`config.mk`:
```
export PLATFORM = sky130hd
export DESIGN_NAME = stage_exe_hs
export DESIGN_NICKNAME = d
export VERILOG_FILES = /design/src/rtl/stage_exe_hs.sv
export SDC_FILE = /design/constraint.sdc
export NUM_CORES = 1
export LEC_CHECK = 0
export BUFFER_PORTS_ARGS = -buffer_cell sky130_fd_sc_hd__buf_4
export CORE_MARGIN = 4
export CORE_UTILIZATION = 46
export DETAILED_ROUTE_END_ITERATION = 6
export GPL_TIMING_DRIVEN = 0
export PLACE_DENSITY = 0.68
export RECOVER_POWER = 25
export SLEW_MARGIN = 30
export SYNTH_ARGS = -nofsm -noshare
export SYNTH_HDL_FRONTEND = slang
export SYNTH_SLANG_ARGS = --single-unit
```
`constraint.sdc`:
```
create_clock -name clk -period 28.6 [get_ports clk]
set_input_delay 5.72 -clock clk [delete_from_list [all_inputs] [get_ports clk]]
set_output_delay 5.72 -clock clk [all_outputs]
set_load 0.02 [all_outputs]
```
`src/rtl/stage_exe_hs.sv`:
```
// Flow-controlled execute stage: single-cycle ALU ops plus an iterative shift-add MUL.
// Results land in one output slot with a valid/ready handshake to memory/writeback.
module stage_exe_hs #(
  parameter int unsigned XLEN   = 32,
  parameter int unsigned ILEN   = 32,
  parameter int unsigned OP_LSB = 7
) (
  input  logic            clk,
  input  logic            rst,
  input  logic            flush,
  input  logic            in_valid,
  output logic            in_ready,
  input  logic [ILEN-1:0] in_instr,
  input  logic [XLEN-1:0] in_a,
  input  logic [XLEN-1:0] in_b,
  output logic            out_valid,
  input  logic            out_ready,
  output logic [XLEN-1:0] out_result,
  output logic [ILEN-1:0] out_instr,
  output logic [XLEN-1:0] out_a,
  output logic [XLEN-1:0] out_b,
  output logic            busy
);

  localparam int unsigned SW = $clog2(XLEN);
  localparam int unsigned CW = $clog2(XLEN);

  localparam logic [4:0] OP_ADD = 5'd0;
  localparam logic [4:0] OP_SUB = 5'd1;
  localparam logic [4:0] OP_AND = 5'd2;
  localparam logic [4:0] OP_OR  = 5'd3;
  localparam logic [4:0] OP_XOR = 5'd4;
  localparam logic [4:0] OP_SLL = 5'd5;
  localparam logic [4:0] OP_SRL = 5'd6;
  localparam logic [4:0] OP_MUL = 5'd7;

  typedef enum logic [1:0] {
    ST_IDLE,
    ST_MUL,
    ST_DONE
  } state_t;

  state_t          state_q, state_d;
  logic [CW-1:0]   cnt_q, cnt_d;
  logic [XLEN-1:0] acc_q, acc_d;
  logic [XLEN-1:0] a_sh_q, a_sh_d;
  logic [XLEN-1:0] b_sh_q, b_sh_d;
  logic [ILEN-1:0] m_instr_q, m_instr_d;
  logic [XLEN-1:0] m_a_q, m_a_d;
  logic [XLEN-1:0] m_b_q, m_b_d;

  logic            valid_q, valid_d;
  logic [XLEN-1:0] res_q, res_d;
  logic [ILEN-1:0] instr_q, instr_d;
  logic [XLEN-1:0] a_q, a_d;
  logic [XLEN-1:0] b_q, b_d;

  logic [4:0]      op;
  logic            slot_free;
  logic            accept;
  logic [XLEN-1:0] alu_res;

  assign op        = in_instr[OP_LSB +: 5];
  assign slot_free = !valid_q || out_ready;
  assign in_ready  = (state_q == ST_IDLE) && slot_free && !flush;
  assign accept    = in_valid && in_ready;

  assign out_valid  = valid_q;
  assign out_result = res_q;
  assign out_instr  = instr_q;
  assign out_a      = a_q;
  assign out_b      = b_q;
  assign busy       = (state_q != ST_IDLE);

  always_comb begin
    alu_res = in_a;
    case (op)
      OP_ADD:  alu_res = in_a + in_b;
      OP_SUB:  alu_res = in_a - in_b;
      OP_AND:  alu_res = in_a & in_b;
      OP_OR:   alu_res = in_a | in_b;
      OP_XOR:  alu_res = in_a ^ in_b;
      OP_SLL:  alu_res = in_a << in_b[SW-1:0];
      OP_SRL:  alu_res = in_a >> in_b[SW-1:0];
      default: alu_res = in_a;
    endcase
  end

  always_comb begin
    state_d   = state_q;
    cnt_d     = cnt_q;
    acc_d     = acc_q;
    a_sh_d    = a_sh_q;
    b_sh_d    = b_sh_q;
    m_instr_d = m_instr_q;
    m_a_d     = m_a_q;
    m_b_d     = m_b_q;
    valid_d   = valid_q;
    res_d     = res_q;
    instr_d   = instr_q;
    a_d       = a_q;
    b_d       = b_q;

    // A drain empties the slot unless a write below refills it in the same cycle.
    if (valid_q && out_ready) begin
      valid_d = 1'b0;
    end

    case (state_q)
      ST_IDLE: begin
        if (accept) begin
          if (op == OP_MUL) begin
            state_d   = ST_MUL;
            cnt_d     = '0;
            acc_d     = '0;
            a_sh_d    = in_a;
            b_sh_d    = in_b;
            m_instr_d = in_instr;
            m_a_d     = in_a;
            m_b_d     = in_b;
          end else begin
            valid_d = 1'b1;
            res_d   = alu_res;
            instr_d = in_instr;
            a_d     = in_a;
            b_d     = in_b;
          end
        end
      end
      ST_MUL: begin
        if (b_sh_q[0]) begin
          acc_d = acc_q + a_sh_q;
        end
        a_sh_d = a_sh_q << 1;
        b_sh_d = b_sh_q >> 1;
        cnt_d  = cnt_q + CW'(1);
        if (cnt_q == CW'(XLEN - 1)) begin
          state_d = ST_DONE;
        end
      end
      ST_DONE: begin
        if (slot_free) begin
          valid_d = 1'b1;
          res_d   = acc_q;
          instr_d = m_instr_q;
          a_d     = m_a_q;
          b_d     = m_b_q;
          state_d = ST_IDLE;
        end
      end
      default: state_d = ST_IDLE;
    endcase

    if (flush) begin
      state_d = ST_IDLE;
      cnt_d   = '0;
      valid_d = 1'b0;
    end
  end

  always_ff @(posedge clk or posedge rst) begin
    if (rst) begin
      state_q   <= ST_IDLE;
      cnt_q     <= '0;
      acc_q     <= '0;
      a_sh_q    <= '0;
      b_sh_q    <= '0;
      m_instr_q <= '0;
      m_a_q     <= '0;
      m_b_q     <= '0;
      valid_q   <= 1'b0;
      res_q     <= '0;
      instr_q   <= '0;
      a_q       <= '0;
      b_q       <= '0;
    end else begin
      state_q   <= state_d;
      cnt_q     <= cnt_d;
      acc_q     <= acc_d;
      a_sh_q    <= a_sh_d;
      b_sh_q    <= b_sh_d;
      m_instr_q <= m_instr_d;
      m_a_q     <= m_a_d;
      m_b_q     <= m_b_d;
      valid_q   <= valid_d;
      res_q     <= res_d;
      instr_q   <= instr_d;
      a_q       <= a_d;
      b_q       <= b_d;
    end
  end

endmodule

```
==> results of run 1 <==
layer usage:
metal	GRT usage, %	wire [µm]	vias to the layer above
met5	0	0	-
li1	-	-	10280
met1	56.96	45490	11920
met2	61.07	47630	1666
met4	25.20	8699	0
met3	11.79	13370	357
report_power, final:
| part | internal (W) | total, W | leakage (nW) | switching [W] |
|---|---|---|---|---|
| Clock | 0.000271 | 0.000477 | 0.589 | 0.000206 |
| Combinational | 0.000276 | 0.000707 | 7.75 | 0.000431 |
| Sequential | 0.000559 | 0.000647 | 3.97 | 0.0000877 |
registers in the layout (all words and copies together), names as in the netlist, 2 cells and up:
signal      flops
acc_q          32
out_a          32
a_sh_q         32
out_instr      32
cnt_q           5
out_result     32
m_a_q          32
state_q         2
m_b_q          32
out_b          32
m_instr_q      32
b_sh_q         32
cell usage in the layout (no fill, tap or decap), types with 6 or more instances in the layout:
cell type,count
a221oi_1,33
o21ai_1,33
nor4_1,6
o21bai_1,12
clkbuf_16,37
ha_1,130
a21o_1,19
and2_1,7
dfrtp_1,328
a31oi_1,112
and3_1,17
buf_4,234
o31ai_1,10
xnor2_1,60
inv_1,84
or3_1,8
nand3_1,57
o221ai_1,12
o22ai_1,10
a211oi_1,21
a311oi_1,16
o211ai_1,16
o21ai_0,149
o2111ai_1,7
mux2_2,12
a21oi_1,205
nand2b_1,13
o21a_1,10
nand2_1,589
nor3_1,25
mux4_2,42
mux2i_1,40
buf_2,39
clkbuf_2,10
nand4_1,11
clkinv_2,9
xor2_1,19
nor2_1,330
clkbuf_1,138
synth_stat cells, types with 7 or more instances:
cell         n
a31oi_1    112
ha_1       130
a311oi_1    16
a221oi_1    33
nor3_1      25
or3_1        8
and2_1       7
xor2_1      19
inv_1       85
o21bai_1    12
buf_1        7
o21a_1      10
a21oi_1    205
a211oi_1    21
o21ai_1     33
o22ai_1     10
xnor2_1     60
mux2i_1     40
dfrtp_1    328
mux2_2      12
nand2b_1    13
a21o_1      19
nand2_1    589
nor4_1       8
o221ai_1    12
o31ai_1     10
o2111ai_1    7
mux4_2      42
o211ai_1    16
nand4_1     11
o21ai_0    149
and3_1      17
clkbuf_1   140
nor2_1     331
buf_2       35
nand3_1     57
area by class of cell:
type / count / area share (%)
tap: 656 / 3.106
sequential: 328 / 31.06
clock buffer: 48 / 3.849
timing repair buffer: 236 / 6.761
clock inverter: 18 / 0.6771
buffer: 193 / 3.224
multi-input combinational: 2139 / 50.06
inverter: 88 / 1.255
antenna: 1 / 0.009469
worst max path at each step:
stage,startpoint,end,depth (start not counted)
finish,flush,in_ready,3
detailed placement,flush,in_ready,3
floorplan,rst,a_sh_q[0],1
global route,rst,out_b[26],3
CTS,flush,in_ready,3
global placement,rst,b_sh_q[28],2
critical path: stages:
cell and delay, ns:
clkbuf_1 0.20, nor4_1 0.51, buf_4 0.24
kinds of logic (layout without fill, tap and decap cells):
logic type	Yosys count	after routing	synth area share, %
flops	328	328	36.37
fa+ha+maj	132	132	7.385
buf+inv	281	583	5.173
simple gates	1095	1095	19.98
mux	99	99	7.146
compound gates	733	733	20.81
xor+xnor	80	80	3.138
other cells	0	1	0
per-stage QoR:
step	utilization, %	instances	area, µm²	total power [W]
finish	54.89	3707	26430	0.001831
CTS	54.99	3706	26480	0.001811
floorplan	-	2748	22570	0.001084
global placement	52.15	3633	25110	0.001305
global route	54.88	3706	26420	0.001918
detailed placement	52.51	3640	25280	0.001332
==> summary.md, run 1 <==
| Metric | Value |
|---|---|
| Critical Path AT | `6.68 ns` |
| Failing checks | `max-capacitance violations, max-slew violations` |
| Post-synth EDFFs | `0` |
| Area share of the largest cell type after synthesis | `36.37%` |
| Yosys warns | `0` |
| Pre-CTS WS | `16.27 ns` |
| Post-synth ARST share | `100.0%` |
| R2r endpoint | `out_result[7]` |
| Fin nets | `3,256` |
| Final hold violations | `0` |
| R2r setup slk | `24.98 ns` |
| Hold_buf cts | `0` |
| Final setup violation count | `0` |
| Final Max Slew Viols | `263` |
| Setup TNS | `0 ns` |
| First-pass GRT wire length | `164,000 µm` |
| Die ar. | `52,670 µm²` |
| Status | `complete, but fails checks` |
| Clock sink total | `328` |
| CP Launch Type | `primary input` |
| Core area | `48,150 µm²` |
| Hold crit path type | `register to register` |
| Avg Synthesized Cell Area | `8.212 µm²` |
| GRT Total Usage | `42.41%` |
| Top FF cell, synth | `dfrtp_1` |
| Crit. End Element | `output pin` |
| RSZ-0062 raised after global routing | `no` |
| Hold slack | `0.4669 ns` |
| GRT overflow | `0` |
| Cell taking the most area after synthesis | `dfrtp_1` |
| Vias in the first global route | `23,020` |
| Initial Utilization | `46.87%` |
| Port bufs | `229` |
| Yosys cell types | `91` |
| Root Driver | `clkbuf_16` |
| Clock skew | `0.02998 ns` |
| Pleak | `12.31 nW` |
| Hold EP | `m_instr_q[21]` |
| Worst Max-Slew Pin Slew | `5.027 ns` |
| Most area-consuming cells after synthesis | `dfrtp_1, nand2_1, ha_1` |
| DPL Wire Length | `89,950 µm` |
| PwrDens | `69.29 nW/µm²` |
| Initial antenna violation count | `2` |
| CTS tree | `built` |
| Seq/Total Area, Yosys | `36.37%` |
| Hold Path Origin | `m_instr_q[21]` |
| H-tree lvl count | `2` |
| DRT iter0 DRCs | `3,357` |
| Reg2reg start | `state_q[0]` |
| Hold path cells | `2` |
| Fmax | `80.64 MHz` |
| Setup CP Type | `primary input to output pin` |
| CTS buffer count | `37` |
| Required time of the critical path | `22.88 ns` |
| Site Rows | `80` |
| Synthesized area | `22,570 µm²` |
| VDD IR max | `0.00009442 V` |
| Post-Synthesis Cells | `2,748` |
| Synth Net Count | `2,981` |
| Post-CTS resize count | `0` |
| Clock buffer depth | `3` |
| Seq. cell area | `8208 µm²` |
| Seq cells post-synth | `328` |
| GPL Wtd Cong | `1.133` |
| Post-CTS Setup Inserts | `0` |
| Setup WS post-layout | `16.20 ns` |
| Wirelength per Cell | `31.07 µm` |
| Slew HR | `-235.2%` |
| Drt pass-1 iters | `7` |
| Critical path fanouts, max | `10` |
| DR vias | `24,230` |
| Layout cell share with drive strength beyond 1 | `14.66%` |
| Clk slew on worst S/H paths | `0.06 ns` |
| Routed Antenna Nets | `0` |
| FILL cells | `4,401` |
| Post-layout min period | `12.40 ns` |
| R2R depth | `10` |
| Multi-input gate area in the final layout | `13,230 µm²` |
| DRC viols | `0` |
| Part of the cycle the worst path needs | `43.36%` |
| Die H | `229.5 µm` |
| Max-cap violations | `3` |
| Vias/cell | `6.535` |
| Largest net degree at the start of global routing | `97` |
| Skew-Pair Late Insertion Delay | `0.58 ns` |
| Die width | `229.5 µm` |
| Area grow syn2layout | `17.10%` |
| Ports | `232` |
| Final WL | `115,200 µm` |
Note: power is estimated with default switching activity, not from simulation.
==> run 2: changes to the inputs <==
--- a/config.mk
+++ b/config.mk
@@ -5,12 +5,13 @@
 export SDC_FILE = /design/constraint.sdc
 export NUM_CORES = 1
 export LEC_CHECK = 0
+export ABC_AREA = 1
 export BUFFER_PORTS_ARGS = -buffer_cell sky130_fd_sc_hd__buf_4
 export CORE_MARGIN = 4
 export CORE_UTILIZATION = 46
 export DETAILED_ROUTE_END_ITERATION = 6
 export GPL_TIMING_DRIVEN = 0
-export PLACE_DENSITY = 0.68
+export PLACE_DENSITY = 0.7
 export RECOVER_POWER = 25
 export SLEW_MARGIN = 30
 export SYNTH_ARGS = -nofsm -noshare
==> constraint.sdc (replaced) <==
create_clock -name clk -period 11 [get_ports clk]
set_input_delay 2.2 -clock clk [delete_from_list [all_inputs] [get_ports clk]]
set_output_delay 2.2 -clock clk [all_outputs]
set_load 0.02 [all_outputs]
==> run 2 against run 1 <==
The flow still finishes with violations (max-capacitance violations, max-slew violations). Sequential share of layout area down 1.8 points. Utilization down 0.43 points. Synthesized cell count up 29%. Critical path depth up 20. Sequential power rose to 3.1 times the previous value. Flip-flop and latch count unchanged. Global-route usage down 2.2 points. Combinational power rose to 5.0 times the previous value. Critical path type is now primary input to register. Largest power group unchanged. Highest routed layer is now met5.
==> summary.md, run 2 <==
| Metric | Value |
|---|---|
| Reg2reg start | `state_q[0] (unchanged)` |
| CP Launch Type | `primary input (unchanged)` |
| Seq/Total Area, Yosys | `34.13% (was 36.37%)` |
| Clock sink total | `328 (unchanged)` |
| Mux cell area share after synthesis | `0% (was 7.146%)` |
| Synth Net Count | `3,789 (was 2,981)` |
| Vias in the first global route | `25,320 (was 23,020)` |
| Final WL | `116,500 µm (was 115,200 µm)` |
| Setup TNS | `0 ns (unchanged)` |
| Main combinational cell family by area after synthesis | `simple AND/OR/NAND/NOR gates (was compound AO/OA/AOI/OAI gates)` |
| Cell taking the most area after synthesis | `dfrtp_1 (unchanged)` |
| Status | `complete, but fails checks (unchanged)` |
| R2r endpoint | `out_result[28] (was out_result[7])` |
| CP max stage cell | `xor2_1 (was nor4_1)` |
| Crit. End Element | `register (was output pin)` |
| Hold EP | `m_instr_q[9] (was m_instr_q[21])` |
| Cell mode on critical path | `nand2_1` |
| Ports | `232 (unchanged)` |
| Avg Synthesized Cell Area | `6.763 µm² (was 8.212 µm²)` |
| Synth cell count leaders | `nand2_1, nand3_1, dfrtp_1, inv_1, nor2_1 (was nand2_1, nor2_1, dfrtp_1, a21oi_1, o21ai_0)` |
| CTS buffer count | `38 (was 37)` |
| H-tree lvl count | `2 (unchanged)` |
| Yosys cell types | `53 (was 91)` |
| Port bufs | `231 (was 229)` |
| Fin nets | `4,073 (was 3,256)` |
| Site Rows | `83 (was 80)` |
| DRT iter0 DRCs | `3,444 (was 3,357)` |
| Fmax | `163.8 MHz` |
| DR vias | `26,990 (was 24,230)` |
| Synthesized area | `24,050 µm² (was 22,570 µm²)` |
| Final Max Slew Viols | `111 (was 263)` |
| Skew-Pair Late Insertion Delay | `0.58 ns (about the same)` |
| Post-synth EDFFs | `0 (unchanged)` |
| Simple-gate share of the synthesized area | `33.13% (was 19.98%)` |
| Multi-input gate area in the final layout | `13,700 µm² (was 13,230 µm²)` |
| Pre-CTS WS | `4.489 ns (was 16.27 ns)` |
| Post-Synthesis Cells | `3,556 (was 2,748)` |
| Hold_buf cts | `0 (unchanged)` |
| Post-Layout Inst Area | `28,050 µm² (was 26,430 µm²)` |
| Top delay family on crit path | `compound AO/OA/AOI/OAI gates (was simple AND/OR/NAND/NOR gates)` |
| Most frequent cells in the layout | `nand2_1, nand3_1, dfrtp_1 (was nand2_1, nor2_1, dfrtp_1)` |
| DPL Wire Length | `92,030 µm (was 89,950 µm)` |
| Hold path cells | `1 (was 2)` |
| Critical Path AT | `6.57 ns (was 6.68 ns)` |
| Max-cap violations | `4 (was 3)` |
| First-pass GRT wire length | `168,600 µm (was 164,000 µm)` |
| Post-synthesis xor/xnor area fraction | `1.639% (was 3.138%)` |
| Seq cells post-synth | `328 (unchanged)` |
| Hold Path Origin | `m_instr_q[9] (was m_instr_q[21])` |
| Part of the cycle the worst path needs | `55.51%` |
| Sequence of cells on the critical path | `buf_4 -> inv_2 -> clkbuf_2 -> ha_1 -> inv_1 -> nor2_1 -> inv_1 -> nor2_2 -> nand2_2 -> o31ai_4 -> o211ai_1 -> xor2_1 -> ha_1 -> a21oi_1 -> o21ai_0 -> a21oi_1 -> nand2_1 -> a21oi_1 -> nand2_1 -> nand3_1 -> nand2_1 -> nand2_1 -> nand2_1 (was clkbuf_1 -> nor4_1 -> buf_4)` |
| Most common cell after layout, fill and taps aside | `nand2_1 (unchanged)` |
| Hold crit path type | `register to register (unchanged)` |
| Most area-consuming cells after synthesis | `dfrtp_1, nand2_1, nand3_1 (was dfrtp_1, nand2_1, ha_1)` |
| Drt pass-1 iters | `7 (unchanged)` |
| Setup CP Type | `primary input to register (was primary input to output pin)` |
| Post-synth ARST share | `100.0% (unchanged)` |
| Worst Max-Slew Pin Slew | `1.640 ns (was 5.027 ns)` |
| Yosys warns | `0 (unchanged)` |
| Post-layout min period | `6.106 ns` |
| Required time of the critical path | `11.46 ns (was 22.88 ns)` |
| DRC viols | `0 (unchanged)` |
| Clock skew | `0.01662 ns (was 0.02998 ns)` |
| PwrDens | `246.0 nW/µm² (was 69.29 nW/µm²)` |
| Layout cell share with drive strength beyond 1 | `11.51% (was 14.66%)` |
| Post-Synth Adder-Cell Area | `6.930% (was 7.385%)` |
| Compound-Gate Fraction of Synth Area | `15.25% (was 20.81%)` |
| Core area | `51,510 µm² (was 48,150 µm²)` |
| Final hold violations | `0 (unchanged)` |
| Routed Antenna Nets | `0 (unchanged)` |
| Critical path fanouts, max | `11 (was 10)` |
| Placed cell areas | `26,930 µm² (was 25,280 µm²)` |
| Setup WS post-layout | `4.894 ns (was 16.20 ns)` |
| Final setup violation count | `0 (unchanged)` |
| R2r setup slk | `8.14 ns (was 24.98 ns)` |
| GRT overflow | `0 (unchanged)` |
| Count leader, synth | `nand2_1 (unchanged)` |
| Die ar. | `56,000 µm² (was 52,670 µm²)` |
| Slew HR | `-9.323% (was -235.2%)` |
| Area grow syn2layout | `16.65% (was 17.10%)` |
| Vias/cell | `5.930 (was 6.535)` |
| Buf/Inv on CP | `5 (was 2)` |
| Seq. cell area | `8208 µm² (unchanged)` |
| Die H | `236.7 µm (was 229.5 µm)` |
| Clk slew on worst S/H paths | `0.06 ns (about the same)` |
| FILL cells | `5,300 (was 4,401)` |
| Pleak | `14.04 nW (was 12.31 nW)` |
| Area share of the largest cell type after synthesis | `34.13% (was 36.37%)` |
| Clock buffer depth | `3 (unchanged)` |
| GRT Total Usage | `40.16% (was 42.41%)` |
| R2R depth | `12 (was 10)` |
| VDD IR max | `0.0001229 V (was 0.00009442 V)` |
| Worst path max stage delay | `0.58 ns (was 0.51 ns)` |
| Initial antenna violation count | `5 (was 2)` |
| Post-CTS Setup Inserts | `0 (unchanged)` |
| Initial Utilization | `46.69% (was 46.87%)` |
| CTS tree | `built (unchanged)` |
| Failing checks | `max-capacitance violations, max-slew violations (unchanged)` |
| Die width | `236.7 µm (was 229.5 µm)` |
| Top FF cell, synth | `dfrtp_1 (unchanged)` |
| Largest net degree at the start of global routing | `31 (was 97)` |
| Post-CTS resize count | `0 (unchanged)` |
| Wirelength per Cell | `25.59 µm (was 31.07 µm)` |
| GPL Wtd Cong | `1.091 (was 1.133)` |
| Root Driver | `clkbuf_16 (unchanged)` |
| RSZ-0062 raised after global routing | `no (unchanged)` |
## run 2: cell types whose count changed after synthesis, sizes merged, moves of 41 or more
cell / delta
a21oi: -64
o21ai: +41
nand3: +299
nand2: +559
mux4: -47
clkbuf: -63
o211ai: +67
inv: +260
buf: +41
xnor2: -52
## run 2: routing by layer
layer  global-route usage, %  share of wire [%]  wire length, µm  vias to the layer above
met1                   53.72                 40            46100                    12680
li1                        -                  -                -                    12310
met4                   23.43                7.2             8430                        6
met5                       0              0.038               44                        -
met3                   8.036                 11            12330                      387
met2                   60.58                 43            49570                     1612
## run 2: layout make-up
| type | instances | area share, % |
|---|---|---|
| clock inverter | 15 | 0.6467 |
| sequential | 328 | 29.26 |
| tap | 680 | 3.033 |
| timing repair buffer | 244 | 6.641 |
| clock buffer | 51 | 3.885 |
| inverter | 348 | 4.670 |
| buffer | 171 | 3.002 |
| multi-input combinational | 2709 | 48.82 |
| antenna | 5 | 0.04460 |
## run 2: cell families after synthesis
| group | Yosys count |
|---|---|
| flip-flops | 328 |
| AO/OA/AOI/OAI | 616 |
| XOR/XNOR | 45 |
| adder cells (fa/ha/maj) | 132 |
| buffers and inverters | 519 |
| AND/OR/NAND/NOR | 1916 |
## run 2: power by group
group          internal (W)  total (W)  switching [W]
Sequential          0.00170    0.00202       0.000316
Combinational       0.00118    0.00357        0.00239
Clock              0.000753    0.00132       0.000565
## run 2: stage by stage
step	hold slack [ns]	utilization, %	instances	total power, W
after floorplan	0.4400	-	3556	0.004151
after global placement	0.4529	51.71	4467	0.005470
after detailed placement	0.4547	52.29	4480	0.005521
after CTS	0.4682	54.75	4546	0.006844
after global routing	0.4874	54.44	4546	0.007299
final	0.4671	54.46	4551	0.006900
## run 2: worst register-to-register path: cells and delay by family (launching register included)
kind,cells,cell delay (ns)
compound gates,1,0.33
buf+inv,3,0.59
flops,1,0.41
simple gates,8,1.43
## run 2: how the worst max path moves through the flow
stage	startpoint	to	slack (ns)	cells after the start
4_1_cts	in_b[1]	out_result[31]	5.06	23
5_1_grt	rst	b_sh_q[20]	4.32	7
6_report	in_b[1]	out_result[31]	4.89	23
3_3_place_gp	rst	b_sh_q[20]	2.35	2
3_5_place_dp	in_b[1]	out_result[31]	4.49	23
2_1_floorplan	rst	a_sh_q[0]	4.42	1
